File: config.mk
export PLATFORM = sky130hd
export DESIGN_NAME = fifo_uart_tx
export DESIGN_NICKNAME = d
export VERILOG_FILES = /design/src/rtl/fifo_uart_tx.sv
export SDC_FILE = /design/constraint.sdc
export NUM_CORES = 1
export LEC_CHECK = 0
export CAP_MARGIN = 20
export CORE_AREA = 2 2 60 51
export DETAILED_ROUTE_END_ITERATION = 16
export DIE_AREA = 0 0 62 53
export GPL_TIMING_DRIVEN = 0
export PLACE_DENSITY = 0.64
export REMOVE_ABC_BUFFERS = 1
export SLEW_MARGIN = 40
export SYNTH_ARGS = -nofsm -noshare
export SYNTH_HDL_FRONTEND = slang
export SYNTH_SLANG_ARGS = --single-unit
File: constraint.sdc
create_clock -name clk -period 2.4 [get_ports clk]
set_input_delay 0.24 -clock clk [delete_from_list [all_inputs] [get_ports clk]]
set_output_delay 0.24 -clock clk [all_outputs]
set_load 0.01 [all_outputs]
File: src/rtl/fifo_uart_tx.sv
// ---------------------------------------------------------------------------
// fifo_uart_tx
//
// Drain stage for a 16-deep, 8-bit fifo. Whenever transmission is enabled and
// the fifo holds data, one byte is popped and serialised on a single wire as
// an asynchronous frame: start bit (0), DATA_W data bits LSB first, optional
// even parity bit, stop bit (1). Each bit lasts CLKS_PER_BIT clock cycles.
//
// Optional feature (compile-time macro FIFO_UART_TX_PARITY_EN):
//   defined     -> an even-parity bit is sent between the data and stop bits.
//   not defined -> no parity state and no parity logic.
//
// Parameters:
//   CLKS_PER_BIT  clock cycles per serial bit (2..65535)
//   DATA_W        byte width, equal to the fifo data width
//
// Ports:
//   clk         in   system clock, all logic on the rising edge
//   reset       in   synchronous, active-high reset
//   tx_en       in   1 = new frames may start; 0 = finish current frame only
//   fifo_empty  in   fifo empty flag
//   fifo_data   in   fifo read data, valid the cycle after fifo_rd
//   fifo_rd     out  fifo read strobe, one registered cycle per byte
//   tx          out  serial line, idles high
//   busy        out  high from the pop request to the end of the stop bit
//   frame_done  out  one-cycle pulse after each completed stop bit
// ---------------------------------------------------------------------------
module fifo_uart_tx #(
    parameter int CLKS_PER_BIT = 16,
    parameter int DATA_W       = 8
) (
    input  logic              clk,
    input  logic              reset,
    input  logic              tx_en,
    input  logic              fifo_empty,
    input  logic [DATA_W-1:0] fifo_data,
    output logic              fifo_rd,
    output logic              tx,
    output logic              busy,
    output logic              frame_done
);

    localparam int CNT_W = (CLKS_PER_BIT > 1) ? $clog2(CLKS_PER_BIT) : 1;
    localparam int IDX_W = (DATA_W > 1) ? $clog2(DATA_W) : 1;
    localparam logic [CNT_W-1:0] CNT_LAST = CNT_W'(CLKS_PER_BIT - 1);
    localparam logic [IDX_W-1:0] IDX_LAST = IDX_W'(DATA_W - 1);

    typedef enum logic [2:0] {
        S_IDLE,
        S_POP,
        S_LOAD,
        S_START,
        S_DATA,
        S_STOP
`ifdef FIFO_UART_TX_PARITY_EN
        , S_PARITY
`endif
    } state_t;

    state_t            r_state;
    logic [CNT_W-1:0]  r_cnt;
    logic [IDX_W-1:0]  r_idx;
    logic [DATA_W-1:0] r_shift;
    logic              r_tx;
    logic              r_rd;
    logic              r_busy;
    logic              r_done;

    state_t            w_state;
    logic [CNT_W-1:0]  w_cnt;
    logic [IDX_W-1:0]  w_idx;
    logic [DATA_W-1:0] w_shift;
    logic              w_tx;
    logic              w_rd;
    logic              w_busy;
    logic              w_done;
    logic              w_bit_last;

    assign w_bit_last = (r_cnt == CNT_LAST);

`ifdef FIFO_UART_TX_PARITY_EN
    logic w_parity;
    assign w_parity = ^r_shift;
`endif

    // State and output registers. tx returns high immediately on reset.
    always_ff @(posedge clk) begin
        if (reset) begin
            r_state <= S_IDLE;
            r_cnt   <= '0;
            r_idx   <= '0;
            r_shift <= '0;
            r_tx    <= 1'b1;
            r_rd    <= 1'b0;
            r_busy  <= 1'b0;
            r_done  <= 1'b0;
        end else begin
            r_state <= w_state;
            r_cnt   <= w_cnt;
            r_idx   <= w_idx;
            r_shift <= w_shift;
            r_tx    <= w_tx;
            r_rd    <= w_rd;
            r_busy  <= w_busy;
            r_done  <= w_done;
        end
    end

    // Next-state and next-output logic. fifo_rd and frame_done are strobes,
    // so they default to 0; everything else holds unless a state changes it.
    always_comb begin
        w_state = r_state;
        w_cnt   = r_cnt;
        w_idx   = r_idx;
        w_shift = r_shift;
        w_tx    = r_tx;
        w_rd    = 1'b0;
        w_busy  = r_busy;
        w_done  = 1'b0;

        case (r_state)
            S_IDLE: begin
                // tx_en and fifo_empty are only looked at here, so a single
                // pop per frame is guaranteed and the fifo is never overread.
                w_tx = 1'b1;
                if (tx_en && !fifo_empty) begin
                    w_rd    = 1'b1;
                    w_busy  = 1'b1;
                    w_state = S_POP;
                end
            end

            S_POP: begin
                // The fifo samples the read strobe on this edge; its data
                // appears on fifo_data during LOAD.
                w_state = S_LOAD;
            end

            S_LOAD: begin
                w_shift = fifo_data;
                w_tx    = 1'b0;
                w_cnt   = '0;
                w_state = S_START;
            end

            S_START: begin
                if (w_bit_last) begin
                    w_cnt   = '0;
                    w_idx   = '0;
                    w_tx    = r_shift[0];
                    w_state = S_DATA;
                end else begin
                    w_cnt = r_cnt + CNT_W'(1);
                end
            end

            S_DATA: begin
                if (w_bit_last) begin
                    w_cnt = '0;
                    if (r_idx == IDX_LAST) begin
                        w_idx = '0;
`ifdef FIFO_UART_TX_PARITY_EN
                        w_tx    = w_parity;
                        w_state = S_PARITY;
`else
                        w_tx    = 1'b1;
                        w_state = S_STOP;
`endif
                    end else begin
                        w_idx = r_idx + IDX_W'(1);
                        w_tx  = r_shift[w_idx];
                    end
                end else begin
                    w_cnt = r_cnt + CNT_W'(1);
                end
            end

`ifdef FIFO_UART_TX_PARITY_EN
            S_PARITY: begin
                if (w_bit_last) begin
                    w_cnt   = '0;
                    w_tx    = 1'b1;
                    w_state = S_STOP;
                end else begin
                    w_cnt = r_cnt + CNT_W'(1);
                end
            end
`endif

            S_STOP: begin
                w_tx = 1'b1;
                if (w_bit_last) begin
                    w_cnt   = '0;
                    w_busy  = 1'b0;
                    w_done  = 1'b1;
                    w_state = S_IDLE;
                end else begin
                    w_cnt = r_cnt + CNT_W'(1);
                end
            end

            default: begin
                w_tx    = 1'b1;
                w_busy  = 1'b0;
                w_state = S_IDLE;
            end
        endcase
    end

    assign fifo_rd    = r_rd;
    assign tx         = r_tx;
    assign busy       = r_busy;
    assign frame_done = r_done;

endmodule
[Yosys cells after proc, flatten, opt, wreduce, memory -nomap -nowiden]
Index checks and enable logic that the tools add are counted.
Word-level totals
  flip-flop bits (word level): 22
Operators by class
  bitwise operators: 4
  reduce and logical (&&, ||, !) cells: 13
  mux-type cells: 22
  eq/ne operators: 12
  $add $sub $neg: 2
  magnitude comparators: 1
Operator list (count)
  two-way mux 3 bit: 7
  one-hot mux 3 bit (6 select lines): 1
  != test 2 bit, second input constant: 5
  == test 3 bit, second input constant: 3
  AND reduction 3 bit: 3
  two-way mux 1 bit: 8
  one-hot mux 4 bit (2 select lines): 1
  == test 3 x 2 -> 1 bit, second input constant: 2
  one-hot mux 3 bit (2 select lines): 1
  AND reduction 5 bit: 1
  adder 4 x 1 -> 4 bit, second input constant: 1
  == test 4 bit, second input constant: 1
  less-than comparator 3 x 4 -> 1 bit, second input constant: 1
  two-way mux 4 bit: 1
  inverter 1 bit: 4
  one-hot mux 1 bit (4 select lines): 1
  nonzero test 2 bit: 2
  OR reduction 2 bit: 2
  OR reduction 4 bit: 1
  adder 3 x 1 -> 3 bit, second input constant: 1
  binary-select mux 1 bit (select 3 bit): 1
  == test 3 x 1 -> 1 bit, second input constant: 1
  zero test 3 bit: 1
  one-hot mux 1 bit (3 select lines): 1
  other kinds (3): 3

[Logic depth before layout (Yosys ltp)]
  word-level depth: 6
  mapped depth: 6
  mapped depth without buffers: 6

[Least setup slack after synthesis]
No wires, ideal clock.
  kind: register to register
  start: register r_idx[0]
  end: register r_tx, in the netlist tx
  stages on the path, launching flop included: 6
  clock period less this slack: 1.949 ns
  arrival: 1.830 ns
  setup time: 0.120 ns
  setup slack: 0.451 ns
  cell sequence: dfxtp_1 -> ha_1 -> mux4_1 -> mux2_2 -> o211a_1 -> a211o_1
On the way
  longest elaborated chain between the ends: 6
  elaborated cells on any way between the ends: 7
  those cells by class: add/sub (1); eq/ne (1); mux (5)
RTL lines
  from (decl): line 62  | logic [IDX_W-1:0] r_idx;
  from (signal assigned): line 100  | r_idx <= w_idx;
  adder 3 x 1 -> 3 bit: line 170  | w_idx = r_idx + IDX_W'(1);
  binary-select mux 1 bit (select 3 bit): line 171  | w_tx = r_shift[w_idx];
  two-way mux 1 bit (not written as such): line 171
  two-way mux 1 bit *: line 160  | if (r_idx == IDX_LAST) begin
  two-way mux 1 bit *: line 158  | if (w_bit_last) begin
  one-hot mux 1 bit (4 select lines) *: line 121  | case (r_state)
  to (signal assigned): line 102  | r_tx <= w_tx;
  to (decl): line 64  | logic r_tx;
Every way passes the cells marked *; elsewhere a longest branch is shown, timed or not. The select of a mux whose other input is x is not followed.
A chain may end at the register's enable or synchronous reset.

[Worst setup path after layout]
  start: register r_state[2]
  end: register r_idx[0]
On the way
  longest elaborated chain between the ends: 3
  elaborated cells on any way between the ends: 7
  those cells by class: eq/ne (4); mux (1); reduce/logical (2)
RTL lines
  from (decl): line 60  | state_t r_state;
  from (signal assigned): line 98  | r_state <= w_state;
  == test 3 x 2 -> 1 bit or == test 3 bit (tied branches): line 121
  != test 2 bit (no source line) or nonzero test 2 bit (tied branches)
  AND reduction 3 bit (no source line)
Several ways; a longest one is shown, not always the timed one.

==> impl_metrics.sql <==
INSERT INTO impl_metrics (metric_group, metric, value, unit) VALUES
('global_routing', 'grt_antenna_before_repair', '0', ''),
('clock_network', 'cts.path.max_buffers', '2', ''),
('cells_and_area', 'finish.net_count', '151', ''),
('clock_network', 'cts-buffers-inserted', '3', ''),
('floorplan', 'io_pins', '16', ''),
('worst_setup_path', 'path_cells', 'nor3b_2, or4b_2, a21oi_1', ''),
('routing', 'via_count', '953', ''),
('global_routing', 'grt_use_total', '0.171', ''),
('routing', 'detail_route.wirelength', '2440', 'um'),
('routing', 'dr.first_iter.drc_count', '23', ''),
('cells_and_area', 'drive_above_1_share', '0.0597', ''),
('clock_network', 'clock-sinks', '22', ''),
('power_and_ir_drop', 'cellInternalPower', '497', 'uW'),
('worst_setup_path', 'cp_slowest_stage_delay', '0.82', 'ns'),
('worst_setup_path', 'cp_data_required_time', '2.64', 'ns'),
('logic_synthesis', 'post_synth_inst_count', '126', ''),
('global_routing', 'grt_remaining_overflow', '0', ''),
('logic_synthesis', 'mappedNetlistArea', '1150', 'um^2'),
('placed_design', 'placedCellCount', '169', ''),
('routing', 'drc_errors', '0', ''),
('power_and_ir_drop', 'sw_frac_of_total', '0.254', ''),
('clock_network', 'root_buffer', 'clkbuf_4', ''),
('hold_path', 'hold_crit_path_type', 'reg -> reg', ''),
('floorplan', 'die_h', '53', 'um'),
('sta', 'max_freq', '474', 'MHz'),
('floorplan', 'initial_utilization', '0.433', ''),
('global_routing', 'grt_start_max_net_pins', '24', ''),
('power_and_ir_drop', 'combPwrFrac', '0.140', ''),
('sta', 'rsz0062_at_grt', 'no', ''),
('placed_design', 'gp_congestion', '0.818', ''),
('routing', 'post_drt_via_cell_ratio', '5.54', ''),
('power_and_ir_drop', 'cellPowerDensity', '495', 'nW/um^2'),
('clock_network', 'cts_setup_buffers', '0', ''),
('logic_synthesis', 'yosysWarningCount', '0', ''),
('worst_setup_path', 'critical_path_peak_fanout', '23', ''),
('hold_path', 'hp-start', 'r_idx[1]', ''),
('run_status', 'run_status', 'finished, final reports clean', ''),
('clock_network', 'clock_latency', '0.31', 'ns'),
('worst_setup_path', 'cp_slowest_cell', 'dfxtp_1', ''),
('logic_synthesis', 'synthArstFlopShare', '0', ''),
('sta', 'timing.setup.tns', '0', 'ns'),
('sta', 'report.final.hold_viol_count', '0', ''),
('hold_path', 'worst_hold_path.endpoint', 'r_idx[1]', ''),
('worst_setup_path', 'startpoint_type', 'flop', ''),
('power_and_ir_drop', 'clock_share_of_power', '0.250', ''),
('sta', 'report.final.setup_viol', '0', ''),
('power_and_ir_drop', 'leakage', '0.000505', 'uW'),
('worst_setup_path', 'critical_path_class', 'reg -> reg', ''),
('logic_synthesis', 'avgSynthCellArea', '9.15', 'um^2'),
('worst_setup_path', 'worstReg2RegStart', 'r_state[2]', ''),
('worst_setup_path', 'endpoint_kind', 'flop', ''),
('clock_network', 'tritoncts', 'yes', ''),
('power_and_ir_drop', 'share_seq_of_total_power', '0.609', ''),
('sta', 'final_period_minus_worst_setup_slack', '2.11', 'ns'),
('worst_setup_path', 'crit_arrival', '2.35', 'ns'),
('sta', 'max_slew_margin', '0.489', ''),
('clock_network', 'clkSlewWorstSetupHoldPaths', '0.12', 'ns'),
('sta', 'slew_viol_final', '0', ''),
('sta', 'worstMarginPinSlew', '0.764', 'ns'),
('logic_synthesis', 'synth_edf_count', '0', ''),
('floorplan', 'std_cell_rows', '17', ''),
('logic_synthesis', 'ys.flop_type', 'dfxtp_1', ''),
('floorplan', 'design.core.area', '2660', 'um^2'),
('worst_setup_path', 'regToRegEndpoint', 'r_idx[0]', ''),
('logic_synthesis', 'synth_sequential_area_ratio', '0.382', ''),
('worst_setup_path', 'register_to_register_setup_slack', '0.29', 'ns'),
('worst_setup_path', 'rr_worst_depth', '3', ''),
('routing', 'drt.antenna.violating_nets', '0', ''),
('clock_network', 'ctsResizeCount', '0', ''),
('routing', 'detail_route.wl_per_cell', '14.2', 'um'),
('routing', 'drtPass1Iterations', '4', '');
==> final cells by class <==
class | count | area [um^2]
Fill cell | 256 | 1320
Multi-Input combinational cell | 93 | 679
Sequential cell | 22 | 440
Timing Repair Buffer | 15 | 150
Tap cell | 38 | 47.5
Clock buffer | 3 | 22.5
Inverter | 1 | 3.75
==> synth_stat cells (3+ instances only) <==
cell	instances	area (um^2)
nand2_1	7	26.3
nand2b_1	5	31.3
nor2_1	13	48.8
clkbuf_1	8	30.0
a31oi_1	3	18.8
mux2i_1	9	90.1
a211oi_1	4	30.0
nor2b_1	4	25.0
ha_1	3	37.5
o21ai_0	5	25.0
and3_1	3	18.8
a21oi_1	7	35.0
dfxtp_1	22	440
==> metal layers <==
layer | vias up | GRT usage | routed length, um
met5 | - | 0 | 0
met3 | 2 | 0.0489 | 97
met2 | 17 | 0.247 | 1080
met1 | 449 | 0.247 | 1240
met4 | 0 | 0.0426 | 27
li1 | 485 | - | -
==> registers in the layout, summed over array words and instances, names as in the netlist <==
name and cells:
fifo_rd 1, r_shift 8, r_cnt 4, busy 1
r_state 3, tx 1, frame_done 1, r_idx 3
==> layout by cell type, fill, tap and decap left out, drive strengths merged, types with 4 or more instances in the layout <==
master,n
mux2i,9
a21oi,7
nand2,7
nand2b,5
nor2,13
o21ai,5
dfxtp,22
nor2b,4
a211oi,4
clkdlybuf4s50,15
==> cells by family (layout without fill, tap and decap cells) <==
logic type / Yosys count / after routing / share of synthesized area
AO/OA/AOI/OAI: 30 / 30 / 0.175
AND/OR/NAND/NOR: 47 / 47 / 0.229
buffers and inverters: 11 / 19 / 0.0380
flip-flops: 22 / 22 / 0.382
adder cells (fa/ha/maj): 3 / 3 / 0.0326
multiplexers: 13 / 13 / 0.143
==> metrics by stage <==
stage	setup slack, ns	total power, uW	utilization	area (um^2)	hold WS (ns)
after CTS	0.334	673	0.503	1340	0.486
after global placement	0.0123	501	0.493	1310	0.442
after floorplan	0.420	460	-	1110	0.309
final	0.292	666	0.505	1340	0.487
after global routing	0.124	707	0.505	1340	0.520
after detailed placement	0.349	505	0.495	1320	0.467
==> critical path: cells and delay by family, from the launching register on <==
family           cells  cell delay (ns)
flip-flops           1             0.82
AO/OA/AOI/OAI        1             0.13
AND/OR/NAND/NOR      2             1.09
==> worst max path at each step <==
stage                    start         end  slack, ns
finish              r_state[2]    r_idx[0]       0.29
global route        r_state[2]    r_idx[0]       0.12
CTS                 r_state[2]    r_idx[0]       0.33
detailed placement    r_idx[0]          tx       0.35
global placement    r_state[1]  r_shift[4]       0.01
floorplan           r_state[1]  r_shift[0]       0.42
==> power groups by stage <==
stage	Sequential [uW]	Clock (uW)	Combinational (uW)
after CTS	405	174	93.7
after global placement	412	0	89.3
after floorplan	408	0	52.5
final	406	167	93.3
after detailed placement	413	0	92.4
after global routing	409	193	105
(Power assumes the default switching activity.)
